### config.mk
export PLATFORM = sky130hd
export DESIGN_NAME = rob_mc
export DESIGN_NICKNAME = d
export VERILOG_FILES = /design/src/rtl/rob_pkg.sv /design/src/rtl/rob_query_mux.sv /design/src/rtl/rob_mc.sv
export SDC_FILE = /design/constraint.sdc
export NUM_CORES = 2
export LEC_CHECK = 0
export BUFFER_PORTS_ARGS = -buffer_cell sky130_fd_sc_hd__buf_4
export CORE_ASPECT_RATIO = 0.75
export CORE_UTILIZATION = 50
export DETAILED_ROUTE_END_ITERATION = 16
export HOLD_SLACK_MARGIN = 0.1
export PLACE_DENSITY_LB_ADDON = 0.12
export SLEW_MARGIN = 20
export SYNTH_ARGS = -nofsm -noshare
export SYNTH_HDL_FRONTEND = slang
export SYNTH_SLANG_ARGS = --single-unit
export TNS_END_PERCENT = 100
### constraint.sdc
create_clock -name clk_in -period 8.1 [get_ports clk_in]
set_clock_uncertainty 0.05 [all_clocks]
set_input_delay 0.405 -clock clk_in [delete_from_list [all_inputs] [get_ports clk_in]]
set_output_delay 0.405 -clock clk_in [all_outputs]
set_load 0.01 [all_outputs]
### src/rtl/rob_pkg.sv
// rob_pkg: shared definitions for the rob_mc reorder buffer.
//   - ins_type_e    : instruction class stored per entry (S/R/B/J); bit 0 set => writes rd
//   - Def*          : default DEPTH / NUM_WB / FULL_MARGIN for the top and sub-modules
//   - commits_alone : classes that may only retire from commit slot 0
// Optional feature macro: ROB_JALR_CHECK_EN (J entries also retire alone so their target
// can be verified from slot 0).
package rob_pkg;

  typedef enum logic [1:0] {
    TypeS = 2'd0,
    TypeR = 2'd1,
    TypeB = 2'd2,
    TypeJ = 2'd3
  } ins_type_e;

  localparam int unsigned DefDepth      = 16;
  localparam int unsigned DefNumWb      = 2;
  localparam int unsigned DefFullMargin = 2;

  // Redirect-capable entries only resolve from slot 0, so they never retire in slot 1 and
  // nothing retires behind them in the same cycle.
  function automatic logic commits_alone(ins_type_e t);
`ifdef ROB_JALR_CHECK_EN
    return (t == TypeB) || (t == TypeJ);
`else
    return t == TypeB;
`endif
  endfunction

endpackage

### src/rtl/rob_query_mux.sv
// rob_query_mux: operand lookup for one tag.
//   q_id_i      : queried tag
//   done_i      : per-entry done flags (already cleared for free entries)
//   val_i       : per-entry stored values, entry i at [i*32 +: 32]
//   wb_valid_i  : per-port write-back strobes
//   wb_id_i     : per-port tags, port p at [p*IDW +: IDW]
//   wb_val_i    : per-port values, port p at [p*32 +: 32]
//   avail_o     : operand available (stored or same-cycle bypass)
//   val_o       : operand value; stored value first, else lowest matching port
module rob_query_mux
  import rob_pkg::*;
#(
  parameter int unsigned DEPTH  = DefDepth,
  parameter int unsigned IDW    = $clog2(DEPTH),
  parameter int unsigned NUM_WB = DefNumWb
) (
  input  logic [IDW-1:0]        q_id_i,
  input  logic [DEPTH-1:0]      done_i,
  input  logic [DEPTH*32-1:0]   val_i,
  input  logic [NUM_WB-1:0]     wb_valid_i,
  input  logic [NUM_WB*IDW-1:0] wb_id_i,
  input  logic [NUM_WB*32-1:0]  wb_val_i,
  output logic                  avail_o,
  output logic [31:0]           val_o
);

  always_comb begin
    avail_o = done_i[q_id_i];
    val_o   = val_i[q_id_i*32 +: 32];
    if (!done_i[q_id_i]) begin
      val_o = '0;
      // Walk downward so the lowest matching port is the last assignment.
      for (int p = int'(NUM_WB) - 1; p >= 0; p--) begin
        if (wb_valid_i[p] && (wb_id_i[p*IDW +: IDW] == q_id_i)) begin
          avail_o = 1'b1;
          val_o   = wb_val_i[p*32 +: 32];
        end
      end
    end
  end

endmodule

### src/rtl/rob_mc.sv
// rob_mc: parametrised reorder buffer with up to two in-order commits per cycle.
//   clk_in, rst_n_in, rdy_in     : clock, async active-low reset, global enable
//   flush_out, flush_pc          : one-cycle redirect pulse and its target
//   rob_empty, rob_full, rob_count : occupancy status
//   is_ins, ins_*, another_addr  : issue bundle; rob_free_id is the tag it receives
//   rob_head_id                  : oldest tag (store gating)
//   wb_valid, wb_id, wb_val      : NUM_WB write-back ports
//   cm_valid, cm_rd, cm_val, cm_id : commit slots 0/1 (slot 0 in the low field)
//   set_dep_id, set_dep_Q        : rename update for the issuing instruction
//   q_id_*, q_avail_*, q_val_*   : two operand queries with write-back bypass
//   bp_valid, bp_pc_part, bp_taken : branch outcome to the predictor
// Optional feature macro: ROB_JALR_CHECK_EN (verify JALR targets at commit).
module rob_mc
  import rob_pkg::*;
#(
  parameter int unsigned DEPTH       = DefDepth,
  parameter int unsigned IDW         = $clog2(DEPTH),
  parameter int unsigned NUM_WB      = DefNumWb,
  parameter int unsigned FULL_MARGIN = DefFullMargin
) (
  input  logic                  clk_in,
  input  logic                  rst_n_in,
  input  logic                  rdy_in,
  output logic                  flush_out,
  output logic [31:0]           flush_pc,
  output logic                  rob_empty,
  output logic                  rob_full,
  output logic [IDW:0]          rob_count,
  input  logic                  is_ins,
  input  logic [31:0]           ins_pc,
  input  logic [4:0]            ins_rd,
  input  logic [1:0]            ins_type,
  input  logic                  ins_pred_jmp,
  input  logic [31:0]           another_addr,
  output logic [IDW-1:0]        rob_free_id,
  output logic [IDW-1:0]        rob_head_id,
  input  logic [NUM_WB-1:0]     wb_valid,
  input  logic [NUM_WB*IDW-1:0] wb_id,
  input  logic [NUM_WB*32-1:0]  wb_val,
  output logic [1:0]            cm_valid,
  output logic [9:0]            cm_rd,
  output logic [63:0]           cm_val,
  output logic [2*IDW-1:0]      cm_id,
  output logic [4:0]            set_dep_id,
  output logic [IDW-1:0]        set_dep_Q,
  input  logic [IDW-1:0]        q_id_1,
  input  logic [IDW-1:0]        q_id_2,
  output logic                  q_avail_1,
  output logic                  q_avail_2,
  output logic [31:0]           q_val_1,
  output logic [31:0]           q_val_2,
  output logic                  bp_valid,
  output logic [7:0]            bp_pc_part,
  output logic                  bp_taken
);

  // Entry storage
  logic [DEPTH-1:0]       busy_q, busy_d;
  logic [DEPTH-1:0]       done_q, done_d;
  logic [DEPTH-1:0][31:0] val_q, val_d;
  logic [DEPTH-1:0][31:0] alt_q;
  logic [DEPTH-1:0]       pred_q;
  ins_type_e              type_q [DEPTH];
  logic [4:0]             rd_q   [DEPTH];
  logic [7:0]             pc_q   [DEPTH];

  logic [IDW-1:0] head_q, head_d, tail_q, tail_d, head1;
  logic [IDW:0]   count_q, count_d;
  logic           flush_q, flush_d;
  logic [31:0]    flush_pc_q, flush_pc_d;

  logic        issue, c0, c1, head_is_b;
  logic        br_miss, jalr_miss, redirect;
  logic [31:0] redirect_pc;

  // Only pc[8:1] feeds the predictor.
  logic unused_pc;
  assign unused_pc = ^{ins_pc[31:9], ins_pc[0]};

  assign head1     = head_q + IDW'(1);
  assign head_is_b = type_q[head_q] == TypeB;

  // Accept only into a physically free slot; registered busy keeps a full ROB that is
  // committing this cycle from accepting.
  assign issue = rdy_in && is_ins && !flush_q && !busy_q[tail_q];
  assign c0    = rdy_in && !flush_q && busy_q[head_q] && done_q[head_q];
  assign c1    = c0 && busy_q[head1] && done_q[head1] &&
                 !commits_alone(type_q[head_q]) && !commits_alone(type_q[head1]);

  assign br_miss = c0 && head_is_b && (val_q[head_q][0] != pred_q[head_q]);
`ifdef ROB_JALR_CHECK_EN
  // J entries hold the predicted target in alt and the resolved target in val.
  assign jalr_miss = c0 && (type_q[head_q] == TypeJ) && (val_q[head_q] != alt_q[head_q]);
`else
  assign jalr_miss = 1'b0;
`endif
  assign redirect    = br_miss || jalr_miss;
  assign redirect_pc = br_miss ? alt_q[head_q] : val_q[head_q];

  always_comb begin
    busy_d     = busy_q;
    done_d     = done_q;
    val_d      = val_q;
    head_d     = head_q;
    tail_d     = tail_q;
    count_d    = count_q;
    flush_d    = flush_q;
    flush_pc_d = flush_pc_q;
    if (rdy_in) begin
      if (flush_q) begin
        busy_d  = '0;
        done_d  = '0;
        head_d  = '0;
        tail_d  = '0;
        count_d = '0;
        flush_d = 1'b0;
      end else begin
        // Later ports overwrite earlier ones on a (illegal) shared tag.
        for (int p = 0; p < NUM_WB; p++) begin
          if (wb_valid[p] && busy_q[wb_id[p*IDW +: IDW]]) begin
            done_d[wb_id[p*IDW +: IDW]] = 1'b1;
            val_d[wb_id[p*IDW +: IDW]]  = wb_val[p*32 +: 32];
          end
        end
        if (c0) begin
          busy_d[head_q] = 1'b0;
          done_d[head_q] = 1'b0;
        end
        if (c1) begin
          busy_d[head1] = 1'b0;
          done_d[head1] = 1'b0;
        end
        if (issue) begin
          busy_d[tail_q] = 1'b1;
          done_d[tail_q] = 1'b0;
          tail_d         = tail_q + IDW'(1);
        end
        head_d  = head_q + IDW'(c0) + IDW'(c1);
        count_d = count_q + (IDW+1)'(issue) - (IDW+1)'(c0) - (IDW+1)'(c1);
        if (redirect) begin
          flush_d    = 1'b1;
          flush_pc_d = redirect_pc;
        end
      end
    end
  end

  always_ff @(posedge clk_in or negedge rst_n_in) begin
    if (!rst_n_in) begin
      busy_q     <= '0;
      done_q     <= '0;
      val_q      <= '0;
      alt_q      <= '0;
      pred_q     <= '0;
      head_q     <= '0;
      tail_q     <= '0;
      count_q    <= '0;
      flush_q    <= 1'b0;
      flush_pc_q <= '0;
      for (int i = 0; i < DEPTH; i++) begin
        type_q[i] <= TypeS;
        rd_q[i]   <= '0;
        pc_q[i]   <= '0;
      end
    end else begin
      busy_q     <= busy_d;
      done_q     <= done_d;
      val_q      <= val_d;
      head_q     <= head_d;
      tail_q     <= tail_d;
      count_q    <= count_d;
      flush_q    <= flush_d;
      flush_pc_q <= flush_pc_d;
      if (issue) begin
        type_q[tail_q] <= ins_type_e'(ins_type);
        rd_q[tail_q]   <= ins_rd;
        pred_q[tail_q] <= ins_pred_jmp;
        alt_q[tail_q]  <= another_addr;
        pc_q[tail_q]   <= ins_pc[8:1];
      end
    end
  end

  assign flush_out   = flush_q;
  assign flush_pc    = flush_pc_q;
  assign rob_count   = count_q;
  assign rob_empty   = count_q == '0;
  assign rob_full    = busy_q[tail_q] || (count_q >= (IDW+1)'(DEPTH - FULL_MARGIN));
  assign rob_free_id = tail_q;
  assign rob_head_id = head_q;
  assign set_dep_id  = ins_type[0] ? ins_rd : 5'd0;
  assign set_dep_Q   = tail_q;

  assign cm_valid = {c1, c0};
  assign cm_id    = {head1, head_q};
  assign cm_val   = {val_q[head1], val_q[head_q]};
  assign cm_rd    = {(c1 && type_q[head1][0])  ? rd_q[head1]  : 5'd0,
                     (c0 && type_q[head_q][0]) ? rd_q[head_q] : 5'd0};

  assign bp_valid   = c0 && head_is_b;
  assign bp_pc_part = pc_q[head_q];
  assign bp_taken   = val_q[head_q][0];

  rob_query_mux #(
    .DEPTH  (DEPTH),
    .IDW    (IDW),
    .NUM_WB (NUM_WB)
  ) u_query_1 (
    .q_id_i     (q_id_1),
    .done_i     (done_q),
    .val_i      (val_q),
    .wb_valid_i (wb_valid),
    .wb_id_i    (wb_id),
    .wb_val_i   (wb_val),
    .avail_o    (q_avail_1),
    .val_o      (q_val_1)
  );

  rob_query_mux #(
    .DEPTH  (DEPTH),
    .IDW    (IDW),
    .NUM_WB (NUM_WB)
  ) u_query_2 (
    .q_id_i     (q_id_2),
    .done_i     (done_q),
    .val_i      (val_q),
    .wb_valid_i (wb_valid),
    .wb_id_i    (wb_id),
    .wb_val_i   (wb_val),
    .avail_o    (q_avail_2),
    .val_o      (q_val_2)
  );

endmodule

* Word level (Yosys, flattened, before mapping)
Index checks and enable logic that the tools add are counted.
Word-level totals: register bits 1358, output and inout port bits 217
Operators by class: $add $sub $neg 7, magnitude comparators 17, eq/ne operators 7, shift-type cells 2, muxes and demuxes 117, bitwise gates (word level) 15, reduce and logical (&&, ||, !) cells 36
Operators by type and width (count):
- $mux 512 | 4
- $bwmux 512 | 3
- $shiftx 512x10->32 | 2
- $bmux 32 s4 | 3
- $demux 32 s4 | 3
- $mux 32 | 12
- $mux 16 | 22
- $bwmux 128 | 1
- $and 16x16->16 | 5
- $bwmux 80 | 1
- $not 16->16 | 3
- $or 16x16->16 | 3
- $mux 5 | 9
- $bmux 1 s4 | 10
- $bmux 5 s4 | 2
- $lt 4x5->1 const B | 7
- $bmux 8 s4 | 1
- $bwmux 32 | 1
- $demux 8 s4 | 1
- $logic_and 1x1->1 | 26
- $mux 8 | 3
- $mux 1 | 23
- $demux 1 s4 | 5
- $demux 5 s4 | 1
- other kinds (24) | 50

* Logic depth before layout (Yosys ltp)
word-level depth 23, mapped depth 25, mapped depth without buffers 18

* Modules after synthesis
A second synthesis with hierarchy kept.
Unflattened totals: cells, all modules 6880, area total of the unflattened synthesis 81240.4 µm²
By module, submodules not included:
- rob_mc | instances 1, cells each 5748, area each 70199.8 µm², sequential area each 33982.6 µm²
- rob_query_mux | instances 2, cells each 566, area each 5520.3 µm², sequential area each 0.0 µm²

* Worst setup path before layout
Ideal clock, no wire load.
kind register to register, start register head_q[1], in the netlist rob_head_id[1], end register count_q[3], in the netlist rob_count[3], library setup time 141 ps, arrival time 5597 ps, path slack 2312 ps, cell stages (with the launch flop) 22, buffers on the path 7, clock period less this slack 5788 ps, cells stage by stage dfrtp_1 -> buf_2 -> clkbuf_1 -> clkbuf_1 -> clkbuf_1 -> clkbuf_1 -> inv_1 -> ha_1 -> buf_2 -> buf_2 -> mux4_2 -> mux2i_1 -> mux2i_1 -> o22ai_1 -> nor3_1 -> inv_1 -> fa_1 -> ha_1 -> ha_1 -> fa_1 -> xor2_1 -> o22ai_1
On the way: longest elaborated chain between the ends 10
RTL lines:
- start: declaration | RTL line rob_mc.sv:67 | logic [IDW-1:0] head_q, head_d, tail_q, tail_d, head1;
- start signal: assignment | RTL line rob_mc.sv:155 | head_q <= '0;
- start signal: assignment | RTL line rob_mc.sv:169 | head_q <= head_d;
- $add 4x1->4 (*) | RTL line rob_mc.sv:80 | assign head1 = head_q + IDW'(1);
- named net cm_id[5] | RTL line rob_mc.sv:43 | output logic [2*IDW-1:0] cm_id,
- $not 4->5 (not written as such) | RTL line rob_mc.sv:88 | !commits_alone(type_q[head_q]) && !commits_alone(type_q[head1]);
- $bmux 2 s4 | RTL line rob_mc.sv:88
- $mux 2 (2 in series)
- $eq 2x2->1 | RTL line rob_pkg.sv:26 | return t == TypeB;
- $logic_not 1->1 | RTL line rob_mc.sv:88
- $logic_and 1x1->1 (*) | RTL line rob_mc.sv:88
- named net c1 | RTL line rob_mc.sv:72 | logic issue, c0, c1, head_is_b;
- $sub 5x1->5 (*) | RTL line rob_mc.sv:139 | count_d = count_q + (IDW+1)'(issue) - (IDW+1)'(c0) - (IDW+1)'(c1);
- $mux 5 (*) | RTL line rob_mc.sv:110 | if (flush_q) begin
- end signal: assignment | RTL line rob_mc.sv:171 | count_q <= count_d;
- end: declaration | RTL line rob_mc.sv:68 | logic [IDW:0] count_q, count_d;
The timed path passes the listed nets; every way through them passes the cells marked *. The select of a mux whose other input is x is not followed. A chain may end at the register's enable or synchronous reset.

* Final worst setup path
start register head_q[0], in the netlist rob_head_id[0], end output port cm_rd[7]
On the way: longest elaborated chain between the ends 10
RTL lines:
- $add 4x1->4 (tied with other cells) | RTL line rob_mc.sv:80
- $not 4->5 (not written as such) (tied with other cells) | RTL line rob_mc.sv:88, rob_mc.sv:197
- $bmux 2 s4 (tied with other cells) | RTL line rob_mc.sv:88, rob_mc.sv:197
- $mux 2 (not written as such) (tied with other cells) (2 in series) | RTL line rob_mc.sv:197 | assign cm_rd = {(c1 && type_q[head1][0]) ? rd_q[head1] : 5'd0,
- $eq 2x2->1 (tied with other cells) | RTL line rob_pkg.sv:26
- $logic_not 1->1 or $logic_and 1x1->1 (tied branches) | RTL line rob_mc.sv:88, rob_mc.sv:87
- $logic_and 1x1->1 | RTL line rob_mc.sv:88
- $logic_and 1x1->1 | RTL line rob_mc.sv:197
- $mux 5 (*) | RTL line rob_mc.sv:197
- end: declaration | RTL line rob_mc.sv:41 | output logic [9:0] cm_rd,
Mark *: on every way between the ends. The rest lies on a longest branch, timed or not. The select of a mux whose other input is x is not followed.

==> impl_summary.md <==
Synth
Among all flip-flop cells after synthesis, the most frequent one is dfrtp_1. The synthesized instance count is roughly 6,600. In the post-synthesis netlist, the biggest area contributors are dfrtp_1, mux4_2, mux2_2, nand2_1, o22ai_1. Counting flops with a built-in enable in the synthesized netlist gives 0. The number of register bits inferred by synthesis is 1,358. The average footprint of a synthesized cell is between 10 and 15 µm². The dominant cell type by area after synthesis is dfrtp_1. The count of warnings emitted by yosys is 0. Sequential cells were found to cover 43.01% of the synthesized design area. Summing every instance area after synthesis gives just under 80,000 µm².

The number of distinct library cells after synthesis is 64. The area share of the largest cell type after synthesis is between 40% and 50%. The post-synthesis async set-or-reset flop share is between 90% and 100%.

The number of nets handed over by synthesis was between 6,000 and 7,000.

Clock network
The number of hold buffers added after cts is about 150. After clock tree synthesis, the repair step resized 0 gates. The clock latency of the later-clocked register in the worst-skew pair is just over 0.8 ns. Clock-pin slew was measured on the worst setup and hold paths at 0.06 ns. The clock drives about 1,400 sinks. Once the clock tree was built, the setup fixing pass inserted 0 buffers. The cell chosen for the clock root is clkbuf_16. The longest clock path from root to sink contains 3 buffers. The count of H-tree levels built during CTS is 4. TritonCTS built the clock tree. The number of buffers created by CTS is roughly 150.

Worst setup path
The start-to-end type of the worst setup path is flip-flop to primary output. Of all nets on the critical path, the largest fanout is 42. The worst setup path is captured at a primary output. At the worst endpoint, the required time is about 7.7 ns. STA classifies the critical path startpoint as a flip-flop. The data arrival at the endpoint of the critical path is 5.78 ns.

Cells and area
The total of fill cells in the finished design is 12,680. For this run, the number of standard cells in the final layout without fillers is approximately 8,800. Relative to the synthesized area, the layout overhead comes to 12.97%. The post-route netlist has between 30% and 40% of its cells at a drive strength greater than 1. The final layout net count is just under 7,000.

Die
The die is around 460 µm wide. The die covers roughly 160,000 µm². Measured along the y axis, the die boundary spans about 350 µm. Once the floorplan was initialized, standard cells occupied between 50 and 60% of the core. The floorplan has around 130 rows.

The top-level port count is 375. After floorplanning, the core was sized to cover 155,900 µm².

STA
The final setup TNS is 0 ns. Static timing analysis puts the maximum clock frequency at around 160 MHz. The final number of setup-violating endpoints is 0. The final critical-path required period is just over 6 ns. The count of pins over their slew limit is 0. The share of the clock period used by the worst path is between 70% and 80%. The final hold violation count is 0. Setup repair after global routing left no endpoint under its margin.

The measured slew at the worst slew-check pin is about 1.3 ns. The worst-case headroom to the max-slew limit is 13.11%.

Power and ir drop
The leakage power summed over all cells is approximately 0.038 µW. The worst vdd rail ir drop is around 0.00026 V. The power density over the cells is 315.0 nW/µm².

Global routing
The number of antenna violations at the first check in global routing is 19. The aggregate global-route resource usage is 37.54%. The number of global-route vias before repair is ~62,000.

The first global-routing pass estimated approximately 440,000 µm of wire. For this run the aggregate overflow at the end of global routing stands at 0. The maximum number of pins on one net before global-route repair is approximately 190.

Drt
In the routed layout, each cell is associated on average with a via count of about 7.1. The total wirelength of the detailed-routed design is between 200,000 and 300,000 µm. The average routed wire per standard cell is about 34 µm.

The routed layout has 62,740 vias. The initial detailed-routing violation count is ~10,000. The first detailed-routing pass ran for 7 iterations. After detailed routing, the number of remaining DRC violations is 0. In this run the remaining antenna-violating nets after routing total 0.

Placement
The post-placement cell count is ~8,400. Detailed placement finished with a half-perimeter wire length of approximately 160,000 µm. The count of port buffers added during placement is 350.

The global placement routability congestion is ~0.91.

Status
The run finished with clean final reports.

Min path
The path class of the lowest-slack min-delay path is input pin to async pin.

Run
Across the run, the number of max-cap violations was 0.
## power breakdown
group	switching, µW	internal, µW
sequential	1720	8380
clock	3000	4060
combinational	5030	5920
total	9750	18400
## synthesized netlist by cell type, types with 4 or more instances
| cell | number |
|---|---|
| a31oi_1 | 4 |
| and3_1 | 26 |
| and2_1 | 12 |
| nand2b_1 | 10 |
| or3_1 | 5 |
| buf_6 | 5 |
| mux2i_1 | 11 |
| inv_1 | 27 |
| nand2_1 | 870 |
| buf_1 | 134 |
| o41ai_1 | 5 |
| nand4_1 | 8 |
| dfrtp_1 | 1358 |
| xor2_1 | 12 |
| nor4b_1 | 4 |
| xnor2_1 | 6 |
| a21oi_1 | 541 |
| mux4_2 | 939 |
| nand3_1 | 57 |
| a211o_1 | 4 |
| o31ai_1 | 7 |
| nor4_1 | 13 |
| buf_2 | 91 |
| a21o_1 | 4 |
| nor3_1 | 11 |
| nor2_1 | 534 |
| buf_4 | 16 |
| o22ai_1 | 519 |
| a22o_1 | 9 |
| nor2b_1 | 11 |
| clkbuf_1 | 538 |
| ha_1 | 17 |
| mux2_2 | 562 |
| a22oi_1 | 71 |
| o21ai_0 | 87 |
## per-stage QoR
step           power, µW  worst slack, ns  utilization, %  hold WS (ns)  cell area, µm²
6_report           28120            1.864           57.25        0.1351           89270
5_1_grt            29260            1.510           57.24        0.1834           89260
4_1_cts            27970            1.856           57.20        0.1427           89200
3_5_place_dp       20840            2.040           53.06        0.3987           82740
3_3_place_gp       20580            2.097           53.06        0.4001           82740
2_1_floorplan      17320            2.312               -       0.05941           79020
## layout make-up
class	instances	area (µm²)	share of cell area (%)
Antenna cell	12	30.03	0.03364
Timing Repair Buffer	615	5209	5.835
Inverter	30	122.6	0.1374
Clock inverter	51	591.8	0.6630
Multi-Input combinational cell	4407	42310	47.39
Tap cell	2095	2621	2.936
Clock buffer	214	4394	4.922
Sequential cell	1358	33990	38.08
## state kept, by name, indices dropped and copies added (netlist names)
name         cells
rd_q            80
pc_q           128
rob_head_id      4
flush_out        1
flush_pc        32
rob_count        5
val_q          512
alt_q          512
done_q          16
type_q          32
busy_q          16
pred_q          16
rob_free_id      4
## per-layer routing
metal	up-vias	GRT usage, %	part of all wire [%]
met3	1053	14.52	14
met4	8	18.03	5.4
met1	32250	51.81	38
met2	4622	51.90	42
li1	24810	-	-
met5	-	0.1508	0.018
## worst max-delay path, cell delays in order, from the launching register on
cell     delay, ns
dfrtp_4       0.86
buf_4         0.70
mux4_2        0.36
nor2_1        0.07
nor4_1        0.27
and3_1        0.77
inv_1         0.52
nor3_1        0.94
and3_1        0.29
buf_4         0.15
## cells in the final DEF, fill, tap and decap left out, types with 16 or more instances in the layout
cell type      instances
nand2_1              853
clkbuf_16            150
and3_1                21
mux4_2               937
clkbuf_8              40
dlygate4sd3_1        147
clkinv_2              27
clkbuf_1              24
dfrtp_1             1355
mux2_2               562
a22oi_1               71
o21ai_0               87
nand3_1               38
ha_1                  16
nor2_1               530
buf_4                447
a21oi_1              530
o22ai_1              519
inv_1                 24
## path summary, 6_finish.rpt
check                                                 from                       end  slack (ns)  cells past startpoint
worst max-delay path            rob_head_id[0]$_DFFE_PN0P_                  cm_rd[7]        1.86                      9
worst min-delay path                              rst_n_in     alt_q[55]$_DFFE_PN0P_        0.14                      2
worst max register to register  rob_head_id[0]$_DFFE_PN0P_  rob_count[3]$_DFFE_PN0P_        1.97                     14
worst min register to register      alt_q[387]$_DFFE_PN0P_    alt_q[387]$_DFFE_PN0P_        0.42                      2
max in group asynchronous                         rst_n_in    val_q[234]$_DFFE_PN0P_        5.64                      4
min in group clk_in                               wb_id[4]     done_q[9]$_DFFE_PN0P_        0.19                      4
## kinds of logic after synthesis
| family | synth area share (%) |
|---|---|
| mux | 34.91 |
| simple gates | 8.091 |
| flops | 43.01 |
| compound gates | 9.314 |
| xor+xnor | 0.1995 |
| fa+ha+maj | 0.3452 |
| buf+inv | 4.134 |
Note: power is estimated with default switching activity, not from simulation.
